**src/rtl/multicycle_ctrl.sv**
```systemverilog
// Control FSM for a multicycle RV32I datapath sharing one memory port between fetch and load/store.
// Optional performance counters are enabled by defining MULTICYCLE_CTRL_PERF_EN.
module multicycle_ctrl #(
    parameter int STATE_W = 4
) (
    input  logic               clk,
    input  logic               rstn,
    input  logic               run,
    input  logic [6:0]         opcode,
    input  logic               branch_taken,
    input  logic               mem_ready,
    output logic               mem_req,
    output logic               mem_we,
    output logic               mem_addr_sel,
    output logic               ir_write,
    output logic               pc_write,
    output logic [1:0]         pc_src,
    output logic [1:0]         alu_src_a,
    output logic [1:0]         alu_src_b,
    output logic [1:0]         alu_op,
    output logic               reg_write,
    output logic [1:0]         wb_sel,
    output logic               busy,
    output logic               illegal_insn,
    output logic [STATE_W-1:0] dbg_state
`ifdef MULTICYCLE_CTRL_PERF_EN
    ,
    output logic [31:0]        perf_cycles,
    output logic [31:0]        perf_instret
`endif
);

    typedef enum logic [STATE_W-1:0] {
        S_IDLE     = 4'd0,  S_FETCH  = 4'd1,  S_DECODE = 4'd2,  S_EXEC_R = 4'd3,
        S_EXEC_I   = 4'd4,  S_WB_ALU = 4'd5,  S_MEM_ADDR = 4'd6, S_MEM_RD = 4'd7,
        S_MEM_WB   = 4'd8,  S_MEM_WR = 4'd9,  S_BRANCH = 4'd10, S_JAL    = 4'd11,
        S_JALR     = 4'd12, S_TRAP   = 4'd13
    } state_t;

    typedef struct packed {
        logic       mem_req;
        logic       mem_we;
        logic       mem_addr_sel;
        logic       pc_write;
        logic       in_fetch;
        logic       in_branch;
        logic [1:0] pc_src;
        logic [1:0] alu_src_a;
        logic [1:0] alu_src_b;
        logic [1:0] alu_op;
        logic       reg_write;
        logic [1:0] wb_sel;
        logic       busy;
        logic       illegal;
    } ctl_t;

    state_t r_state;
    state_t w_next;
    ctl_t   r_ctl;

    // Moore part of the control word for a state; precomputed from the next state so outputs come from flops.
    function automatic ctl_t decode_ctl(input state_t s);
        ctl_t c;
        c      = '0;
        c.busy = (s != S_IDLE) && (s != S_TRAP);
        case (s)
            S_FETCH:    begin c.mem_req = 1'b1; c.in_fetch = 1'b1; end
            S_DECODE:   begin c.alu_src_a = 2'd1; c.alu_src_b = 2'd1; end
            S_EXEC_R:   begin c.alu_src_a = 2'd2; c.alu_op = 2'b10; end
            S_EXEC_I:   begin c.alu_src_a = 2'd2; c.alu_src_b = 2'd1; c.alu_op = 2'b11; end
            S_WB_ALU:   c.reg_write = 1'b1;
            S_MEM_ADDR: begin c.alu_src_a = 2'd2; c.alu_src_b = 2'd1; end
            S_MEM_RD:   begin c.mem_req = 1'b1; c.mem_addr_sel = 1'b1; end
            S_MEM_WB:   begin c.reg_write = 1'b1; c.wb_sel = 2'd1; end
            S_MEM_WR:   begin c.mem_req = 1'b1; c.mem_we = 1'b1; c.mem_addr_sel = 1'b1; end
            S_BRANCH:   begin
                c.alu_src_a = 2'd2; c.alu_op = 2'b01; c.pc_src = 2'd1; c.in_branch = 1'b1;
            end
            S_JAL:      begin c.pc_write = 1'b1; c.pc_src = 2'd1; c.reg_write = 1'b1; c.wb_sel = 2'd2; end
            S_JALR:     begin
                c.alu_src_a = 2'd2; c.alu_src_b = 2'd1;
                c.pc_write = 1'b1; c.pc_src = 2'd2; c.reg_write = 1'b1; c.wb_sel = 2'd2;
            end
            S_TRAP:     c.illegal = 1'b1;
            default:    c = '0;
        endcase
        return c;
    endfunction

    // Next-state selection; instruction completion returns to FETCH or parks in IDLE depending on run.
    always_comb begin
        state_t w_done;
        w_done = run ? S_FETCH : S_IDLE;
        w_next = r_state;
        case (r_state)
            S_IDLE:     w_next = run ? S_FETCH : S_IDLE;
            S_FETCH:    w_next = mem_ready ? S_DECODE : S_FETCH;
            S_DECODE: begin
                case (opcode)
                    7'b0110011:             w_next = S_EXEC_R;
                    7'b0010011:             w_next = S_EXEC_I;
                    7'b0000011, 7'b0100011: w_next = S_MEM_ADDR;
                    7'b1100011:             w_next = S_BRANCH;
                    7'b1101111:             w_next = S_JAL;
                    7'b1100111:             w_next = S_JALR;
                    default:                w_next = S_TRAP;
                endcase
            end
            S_EXEC_R, S_EXEC_I: w_next = S_WB_ALU;
            S_MEM_ADDR: w_next = opcode[5] ? S_MEM_WR : S_MEM_RD;
            S_MEM_RD:   w_next = mem_ready ? S_MEM_WB : S_MEM_RD;
            S_MEM_WR:   w_next = mem_ready ? w_done : S_MEM_WR;
            S_WB_ALU, S_MEM_WB, S_BRANCH, S_JAL, S_JALR: w_next = w_done;
            S_TRAP:     w_next = S_TRAP;
            default:    w_next = S_IDLE;
        endcase
    end

    // State and registered control word; async reset abandons any in-flight memory request.
    always_ff @(posedge clk or negedge rstn) begin
        if (!rstn) begin
            r_state <= S_IDLE;
            r_ctl   <= '0;
        end else begin
            r_state <= w_next;
            r_ctl   <= decode_ctl(w_next);
        end
    end

    assign mem_req      = r_ctl.mem_req;
    assign mem_we       = r_ctl.mem_we;
    assign mem_addr_sel = r_ctl.mem_addr_sel;
    // FETCH completion and taken branches are the only input-dependent (Mealy) terms.
    assign ir_write     = r_ctl.in_fetch & mem_ready;
    assign pc_write     = r_ctl.pc_write | (r_ctl.in_fetch & mem_ready) | (r_ctl.in_branch & branch_taken);
    assign pc_src       = r_ctl.pc_src;
    assign alu_src_a    = r_ctl.alu_src_a;
    assign alu_src_b    = r_ctl.alu_src_b;
    assign alu_op       = r_ctl.alu_op;
    assign reg_write    = r_ctl.reg_write;
    assign wb_sel       = r_ctl.wb_sel;
    assign busy         = r_ctl.busy;
    assign illegal_insn = r_ctl.illegal;
    assign dbg_state    = r_state;

`ifdef MULTICYCLE_CTRL_PERF_EN
    logic        w_retire;
    logic [31:0] r_perf_cycles;
    logic [31:0] r_perf_instret;

    // An instruction retires on the cycle its final state hands off to FETCH/IDLE.
    always_comb begin
        w_retire = 1'b0;
        case (r_state)
            S_WB_ALU, S_MEM_WB, S_BRANCH, S_JAL, S_JALR: w_retire = 1'b1;
            S_MEM_WR: w_retire = mem_ready;
            default:  w_retire = 1'b0;
        endcase
    end

    // Free-running busy-cycle and retired-instruction counters, wrapping naturally.
    always_ff @(posedge clk or negedge rstn) begin
        if (!rstn) begin
            r_perf_cycles  <= 32'd0;
            r_perf_instret <= 32'd0;
        end else begin
            r_perf_cycles  <= r_perf_cycles + {31'd0, r_ctl.busy};
            r_perf_instret <= r_perf_instret + {31'd0, w_retire};
        end
    end

    assign perf_cycles  = r_perf_cycles;
    assign perf_instret = r_perf_instret;
`endif

endmodule

```
**config.mk**
```make
export PLATFORM = sky130hd
export DESIGN_NAME = multicycle_ctrl
export DESIGN_NICKNAME = d
export VERILOG_FILES = /design/src/rtl/multicycle_ctrl.sv
export SDC_FILE = /design/constraint.sdc
export NUM_CORES = 1
export LEC_CHECK = 0
export ABC_CLOCK_PERIOD_IN_PS = 3000
export CAP_MARGIN = 20
export CORE_ASPECT_RATIO = 0.75
export CORE_MARGIN = 1
export CORE_UTILIZATION = 36
export DETAILED_ROUTE_END_ITERATION = 8
export PLACE_DENSITY_LB_ADDON = 0.1
export RECOVER_POWER = 25
export SYNTH_ARGS = -nofsm -noshare
export SYNTH_HDL_FRONTEND = slang
export SYNTH_SLANG_ARGS = --single-unit
```
**constraint.sdc**
```tcl
create_clock -name clk -period 3 [get_ports clk]
set_input_delay 0.6 -clock clk [delete_from_list [all_inputs] [get_ports clk]]
set_output_delay 0.6 -clock clk [all_outputs]
set_load 0.03 [all_outputs]
```
# After elaboration in Yosys (flattened, before gate mapping)
# Cells that the tools add are included.
# op_classes
n_eq_ne	34
n_bitwise	4
reduce_logical	14
mux	21
# ops
op	n
$eq A4 B4 Y1 const B	12
$eq A4 B3 Y1 const B	8
$pmux W4 S8	1
$pmux W4 S6	1
$eq A7 B7 Y1 const B	3
$eq A4 B2 Y1 const B	4
$eq A7 B6 Y1 const B	2
$reduce_or A13 Y1	1
$mux W4	3
$pmux W2 S2	3
$mux W1	11
$reduce_or A2 Y1	5
$eq A4 B1 Y1 const B	2
$reduce_or A4 Y1	2
$eq A7 B2 Y1 const B	1
$eq A7 B5 Y1 const B	1
$pmux W2 S3	1
$reduce_or A6 Y1	1
$reduce_or A5 Y1	1
$logic_not A4 Y1	1
$ne A4 B4 Y1 const B	1
$reduce_bool A4 Y1	1
$reduce_or A3 Y1	1
$and A1 B1 Y1	2
other kinds (3)	4
# totals
wordCells	88
regBits	23

# Depth between registers and ports, before layout
# Gate-level depths: netlist of run 1.
# logic_depth
word_depth	7
ltp_mapped	8

# Worst setup path after synthesis of run 1
# Ideal clock, no wire load.
# synth_path
path_kind	reg2reg
startpoint	register r_state[3] (netlist: dbg_state[3])
endpoint	register r_ctl, in the netlist busy
t_required_ns	2.876
setup_ns	0.124
stages_incl_launch_ff	7
setup_slack_ns	0.934
synth_period_minus_slack_ns	2.066
arrival_time_ns	1.943
n_path_buf	0
cell_sequence	dfrtp_1 -> or4_1 -> o32a_4 -> inv_1 -> and3_1 -> and3_1 -> o21bai_1
# synth_via
elab_chain_cells	6
word_cells_on_any_way	35
cone_classes	eq/ne: 27; mux: 2; reduce/logical: 6
# synth_rtl
item	line	source
from (decl)	57	state_t r_state;
from (signal assigned)	125	r_state <= w_next;
$eq A4 B3 Y1 (tied with other cells)	95	case (r_state)
$reduce_or A6 Y1 (no source line) / $reduce_or A2 Y1 (equally long branches)	n/a	
$pmux W4 S8 *	95	
named net w_next[2]	58	state_t w_next;
$eq A4 B4 Y1 (tied with other cells)	66	case (s)
$reduce_or A13 Y1 (no source line) / $logic_and A1 B1 Y1 (equally long branches)	n/a	
$mux W1 *	66	
to (signal assigned)	126	r_ctl <= decode_ctl(w_next);
to (decl)	59	ctl_t r_ctl;
# The timed path passes the listed nets; every way through them passes the cells marked *.

# Worst setup path in the final report of run 1
# layout_path
startpoint	input port mem_ready
endpoint	output port pc_write
# layout_via
elab_chain_cells	3
# layout_rtl
item	line	source
from (decl)	11	input logic mem_ready,
$and A1 B1 Y1	135	assign pc_write = r_ctl.pc_write | (r_ctl.in_fetch & mem_ready) | (r_ctl.in_branch & branch_taken);
$or A1 B1 Y1 (2 in series)	135	
to (decl)	16	output logic pc_write,
# Every way passes these cells.

==> results, run 1 <==
- The data required time of the critical path is 2.40 ns.
- The number of cells produced by synthesis is 122.
- Summing all non-filler instances in the final layout gives an area of 1490 um^2.
- In this run the register-to-register setup slack is 0.64 ns.
- The largest single stage delay on the critical path is 0.59 ns.
- The run finished with clean final reports.
- The final layout contains 157 nets.
- The most common cell after layout, fill and taps aside is clkdlybuf4s50_1.
- In the final routed layout, each cell accounts on average for 13.6 um.
- On the critical path, the stage with the largest delay is an instance of clkdlybuf4s50_1.
- The critical path is of the in2out type.
- The mean number of vias per cell is 5.13.
- Setup repair after global routing left no endpoint under its margin.
- The nature of the critical path endpoint is an output pin.
- The number of buffers created by CTS is 3.
- The horizontal die dimension is 67.7 um.
- The remaining global-route overflow is 0.
- For the pin with the worst max-slew slack, the measured transition is 0.891 ns.
- Entering global routing, the biggest net connects 22 pins.
- Of the post-synthesis cell area, the dominant cell type holds 45.2%.
- The count of final max-slew check failures is 0.
- The count of input and output buffers is 32.
- For this block, the initial DRC count from the detailed router was 13.
- The total vias in the final route is 934.
- Max-cap violations in this run came to 0.
- The hold violation total from the final report is 0.
- The first global-routing pass estimated 4.26 mm of wire.
- The floorplan step set the die height to 51.2 um.
- The clock passes through at most 2 buffers.
- The number of enable-type register cells in the synthesized netlist is 0.
- The largest driver fanout on the critical path is 3.
- The number of antenna violations at the first check in global routing is 0.
- The total die area is 3470 um^2.
- The clock transition at the registers of the reported paths is 0.07 ns.
- For this run, the detailed router's first-pass iteration total came to 4.
- The flip-flop and latch count after synthesis is 21.
- The routability-driven placement congestion ratio is 0.825.
- The share of cells above drive strength 1 is 5.56%.
- From synthesis to final layout, the design area changed by 27.6%.
- Static timing analysis puts the maximum clock frequency at 358 MHz.
- Traced cell by cell, the critical path runs through dlygate4sd3_1, and2_1, a211o_1, clkdlybuf4s50_1.
- The final clock skew is 0.00162 ns.
- The later-pin clock latency in the skew report is 0.26 ns.
- Of all cell types, the one taking the most synthesized area is dfrtp_1.
- The overall routing resource usage is 16.7%.
- Clock tree synthesis found a total of 21 sinks.
- The class of the most critical hold timing path is reg2reg.
- For this design the top-level I/O count stands at 34.
- The routed design could run at a clock period as short as 2.79 ns.
- The cell area that synthesis handed to floorplanning was 1160 um^2.
- The total nets after synthesis is 134.
- In the layout the commonest cells are clkdlybuf4s50_1 (30), dfrtp_1 (21), inv_1 (7), o21ai_0 (7), a21oi_1 (7).
- Headroom to the max-slew limit came out at 40.4%.
- After synthesis, the cell types taking the most area are dfrtp_1 (45%), buf_4 (6.5%), a21oi_1 (3.0%).
- Summed over all failing endpoints, the final setup total negative slack is 0 ns.
- The final layout contains routed wiring with a total length of 2.47 mm.
- Summing the sequential cell areas from Yosys gives 45.2% of the chip area.
- The placed standard-cell area is 1440 um^2.
- Detailed placement ended at an HPWL of 1.83 mm.
- The number of buffers inserted to repair setup after CTS is 0.
- The worst setup path is launched from an input pin.
- TritonCTS built the clock tree.
- Buffers inserted to repair hold after CTS numbered 0.
- The portion of the clock cycle consumed by the worst path in the final layout is 93.2%.
- In this run the remaining antenna-violating nets after routing total 0.
- The core outline area is 3000 um^2.
- The via count of the first global-routing pass was 884.
- The post-cts repair resize count is 0.
- For this run, the number of Yosys warnings is 0.
- Yosys mapped the design onto 41 distinct sky130hd cell types.
- The data arrival time of the worst path is 2.19 ns.
- The post-detailed-route DRC marker count is 0.
- For this run, asynchronously set or reset flops after synthesis account for 100%.
- The average instance in the mapped netlist occupies 9.54 um^2.
- The buffer cell driving the clock tree root is clkbuf_8.
- The final antenna diode count is 0.
- The power density relative to cell area is 1060 nW/um^2.
- The peak supply drop is 0.517 mV.
- The number of placement rows is 17.
- The starting density of the core is 38.8%.
- The leakage component of the power is 0.658 nW.
- Setup violations remaining at the end of the flow were counted as 0.
- The filler cells instantiated in the layout total 285.
- Among all flip-flop cells after synthesis, the most frequent one is dfrtp_1.
- CTS built an H-tree with a depth of 1.
[synthesized netlist by cell type, types with 2 or more instances]
cell,number
and2_1,2
a21oi_1,7
buf_4,10
nor2_1,4
inv_1,7
xnor2_1,2
a211o_1,2
a21o_1,3
nand2_1,6
nand3_1,4
o21ai_0,7
buf_2,5
nor3_1,2
and3_1,3
nor3b_1,2
nand3b_1,2
nor2b_1,3
or2_2,2
nand2b_1,5
a21boi_0,2
nor4_1,2
dfrtp_1,21
[path summary, 6_finish.rpt]
path,from,end,depth (start not counted)
setup / recovery,mem_ready,pc_write,4
hold / removal,dbg_state[3]$_DFF_PN0_,alu_src_a[0]$_DFF_PN0_,1
setup reg to reg,dbg_state[3]$_DFF_PN0_,alu_src_a[1]$_DFF_PN0_,6
hold reg to reg,dbg_state[3]$_DFF_PN0_,alu_src_a[0]$_DFF_PN0_,1
max in group asynchronous,rstn,illegal_insn$_DFF_PN0_,1
min in group asynchronous,rstn,mem_we$_DFF_PN0_,1
[routing by layer]
| layer | up-vias | routed length (um) | track usage (%) |
|---|---|---|---|
| li1 | 471 | - | - |
| met1 | 436 | 1320 | 24.3 |
| met4 | 0 | 20 | 5.32 |
| met3 | 4 | 111 | 4.02 |
| met2 | 23 | 1020 | 24.1 |
| met5 | - | 0 | 0 |
[critical path: cells and delay by family]
family	cells	cell delay, ns
AOI/OAI and AO/OA	1	0.26
and+or+nand+nor	1	0.17
buffers and inverters	2	1.17
[power breakdown]
part	leakage, nW	internal [mW]	switching (mW)
sequential	0.277	0.372	0.109
clock	0.0255	0.0925	0.0903
combinational	0.356	0.401	0.511
[flip-flops by register name, indices dropped and copies added (netlist names), 2 cells and up]
| register | count |
|---|---|
| alu_src_a | 2 |
| pc_src | 2 |
| r_ctl | 3 |
| alu_op | 2 |
| dbg_state | 4 |
[layout make-up]
cell class	count	area, um^2	area share [%]
multi-input combinational	78	508	34.2
inverter	7	26.3	1.77
sequential	21	526	35.4
tap	38	47.5	3.20
clock buffer	3	41.3	2.78
timing repair buffer	34	332	22.3
clock inverter	1	5.00	0.337
[cells by family after synthesis]
group	after synthesis	synth area share [%]
xor gates and xnor gates	2	1.51
DFF	21	45.2
other	1	0.322
AOI/OAI and AO/OA	32	20.0
buffers and inverters	23	11.2
muxes	1	0.860
and+or+nand+nor	42	21.0
[stage by stage]
stage          utilization (%)  power, mW  std cells  hold WS [ns]  worst slack [ns]
2_1_floorplan                -       1.14        122         0.304             0.934
3_3_place_gp              48.1       1.39        178         0.732             0.197
3_5_place_dp              48.1       1.39        178         0.724             0.143
4_1_cts                   49.6       1.58        182         0.738             0.300
5_1_grt                   49.5       1.69        182         0.823             0.159
6_report                  49.5       1.57        182         0.748             0.205
No activity file was read; power rests on OpenSTA's default activity.
==> inputs of run 2 (changes only) <==
--- a/config.mk
+++ b/config.mk
@@ -12,7 +12,7 @@
 export CORE_UTILIZATION = 36
 export DETAILED_ROUTE_END_ITERATION = 8
 export PLACE_DENSITY_LB_ADDON = 0.1
-export RECOVER_POWER = 25
+export RECOVER_POWER = 50
 export SYNTH_ARGS = -nofsm -noshare
 export SYNTH_HDL_FRONTEND = slang
 export SYNTH_SLANG_ARGS = --single-unit
==> run 2 against run 1 <==
Clock power is essentially flat. Critical path depth is the same. Register-to-register slack is essentially flat. Wire length shrank 0.12%. Cell area is the same. Highest routed layer unchanged. Global-route usage is the same. Utilization is the same. Clock skew is essentially flat. Fmax is the same. Die area is the same. Flip-flop and latch count is the same. Critical endpoint unchanged.
==> results, run 2 (synthesis gave the netlist of run 1 again) <==
- The minimum setup slack among reg-to-reg paths is 0.64 ns (about the same).
- The later-pin clock latency in the skew report is 0.26 ns (about the same).
- The startpoint identified for the worst register-to-register timing path is dbg_state[3]$_DFF_PN0_.
- The horizontal die dimension is 67.7 um (unchanged).
- The via count of the first global-routing pass is 884 (unchanged).
- The class of the most critical hold timing path is reg2reg.
- The die span in y is 51.2 um (unchanged).
- The remaining global-route overflow is 0 (unchanged).
- The post-cts repair resize count came to 0 (unchanged).
- The buffer cell driving the clock tree root is clkbuf_8.
- The number of buffers inserted to repair setup after CTS came to 0 (unchanged).
- The worst hold path terminates at alu_src_a[0]$_DFF_PN0_.
- The number of primary I/O pins was 34 (unchanged).
- The core outline area came to 3000 um^2 (unchanged).
- The overall routing resource usage came to 16.7% (unchanged).
- The share of cells above drive strength 1 is 5.56% (unchanged).
- The starting DRC count in detailed routing is 13 (unchanged).
- Setup repair after global routing left no endpoint under its margin.
- The number of sinks handled by clock tree synthesis was 21 (unchanged).
- The remaining antenna violation count after routing came to 0 (unchanged).
- The critical path is of the in2out type.
- The mean number of vias per cell is 5.13 (unchanged).
- The starting density of the core is 38.8% (unchanged).
- The number of flip-flops under the largest register name was 4 (unchanged).
- The worst setup path is captured at an output pin.
- The number of buffers created by CTS is 3 (unchanged).
- The number of nets in the layout is 157 (unchanged).
- The hold violation total from the final report is 0 (unchanged).
- The number of antenna violations at the first check in global routing is 0 (unchanged).
- The number of inserted filler cells in the final layout is 285 (unchanged).
- The overall routed net length is 2.47 mm (-0.12%).
- The peak supply drop was 0.511 mV (-1.3%).
- The first-pass GRT wire length is 4.26 mm (unchanged).
- The time the final worst path needs with I/O delays and setup is 2.79 ns (unchanged).
- The first-pass iteration count of the detailed router is 4 (unchanged).
- The power density relative to cell area is 1060 nW/um^2 (-0.40%).
- The data arrival time of the worst path is 2.19 ns (about the same).
- The largest net degree at the start of global routing is 22 (unchanged).
- The data required time of the critical path is 2.40 ns (about the same).
- The flow ran to the end, and the final reports show no timing, DRC or antenna violations.
- The leakage component of the power came to 0.677 nW (+2.8%).
- The startpoint identified for the worst hold timing path is dbg_state[3]$_DFF_PN0_.
- TritonCTS built the clock tree.
- The wire length per cell after detailed routing was 13.5 um (-0.12%).
- The final antenna diode count is 0 (unchanged).
- The worst slew margin relative to its limit came to 40.4% (unchanged).
- The post-synthesis to final-layout area growth came to 27.6% (unchanged).
- The count of final max-slew check failures is 0 (unchanged).
- The worst setup path is launched from an input pin.
- The total chip power is 1.57 mW (-0.40%).
- The clock transition at the registers of the reported paths is 0.07 ns (about the same).
- The portion of the clock cycle consumed by the worst path in the final layout is 93.2% (unchanged).
- The transition time at the pin with the least slew margin is 0.891 ns (unchanged).
- The most common cell after layout, fill and taps aside is clkdlybuf4s50_1.
- The number of setup violations in the final report is 0 (unchanged).
- The hold-fix buffer count after cts is 0 (unchanged).
- The final sum of negative setup slack came to 0 ns (unchanged).
- The number of violations of the max-capacitance limit is 0 (unchanged).
- In this run the critical register-to-register path is captured at alu_src_a[1]$_DFF_PN0_.
- The post-detailed-route DRC marker count is 0 (unchanged).
- In the layout the commonest cells are clkdlybuf4s50_1 (24), dfrtp_1 (21), dlygate4sd3_1 (8).
- The total vias in the final route is 934 (unchanged).
- The count of input and output buffers is 32 (unchanged).
- The deepest level of the CTS H-tree is 1 (unchanged).
- The number of placement rows is 17 (unchanged).
- The maximum clock path buffer count is 2 (unchanged).
- The count of cells along the worst hold path is 1 (unchanged).
- The HPWL reported at the end of detailed placement is 1.83 mm (unchanged).
- The routability-driven placement congestion ratio came to 0.825 (unchanged).
- The largest driver fanout on the critical path is 3 (unchanged).
- The final clock skew is 0.00162 ns (-0.000000690 ns).
- The depth of the worst register-to-register path is 6 (unchanged).
- The upper clock frequency limit is 358 MHz (unchanged).
- The total die area is 3470 um^2 (unchanged).
-- run 2: layout make-up --
| class | count | area, um^2 | area share [%] |
|---|---|---|---|
| Clock buffer | 3 | 41.3 | 2.78 |
| Clock inverter | 1 | 5.00 | 0.337 |
| Multi-Input combinational cell | 78 | 508 | 34.2 |
| Sequential cell | 21 | 526 | 35.4 |
| Tap cell | 38 | 47.5 | 3.20 |
| Timing Repair Buffer | 34 | 332 | 22.3 |
| Inverter | 7 | 26.3 | 1.77 |
-- run 2: how the worst max path moves through the flow --
stage,start,slack [ns],to,depth (start not counted)
3_5_place_dp,opcode[6],0.14,r_ctl[15]$_DFF_PN0_,7
3_3_place_gp,mem_ready,0.20,busy$_DFF_PN0_,8
2_1_floorplan,dbg_state[3]$_DFF_PN0_,0.93,busy$_DFF_PN0_,6
6_report,mem_ready,0.21,pc_write,4
5_1_grt,mem_ready,0.16,pc_write,4
4_1_cts,mem_ready,0.30,pc_write,4
-- run 2: power by group --
group | switching, mW | internal [mW]
sequential | 0.108 | 0.372
combinational | 0.511 | 0.395
clock | 0.0903 | 0.0925
-- run 2: layer usage --
metal | GRT usage (%) | part of all wire, % | up-vias
li1 | - | - | 471
met1 | 24.3 | 53 | 436
met2 | 24.1 | 41 | 23
met3 | 4.02 | 4.5 | 4
met4 | 5.32 | 0.81 | 0
met5 | 0 | 0 | -
-- run 2: worst max-delay path, stage by stage --
cell and delay, ns:
dlygate4sd3_1 0.58, and2_1 0.17, a211o_1 0.26, clkdlybuf4s50_1 0.59
-- run 2: stage by stage --
step | util (%) | setup slack, ns | instances | hold slack, ns | area [um^2]
finish | 49.5 | 0.205 | 182 | 0.748 | 1490
CTS | 49.6 | 0.300 | 182 | 0.738 | 1490
detailed placement | 48.1 | 0.143 | 178 | 0.724 | 1440
global route | 49.5 | 0.159 | 182 | 0.823 | 1490
global placement | 48.1 | 0.197 | 178 | 0.732 | 1440
floorplan | - | 0.934 | 122 | 0.304 | 1160
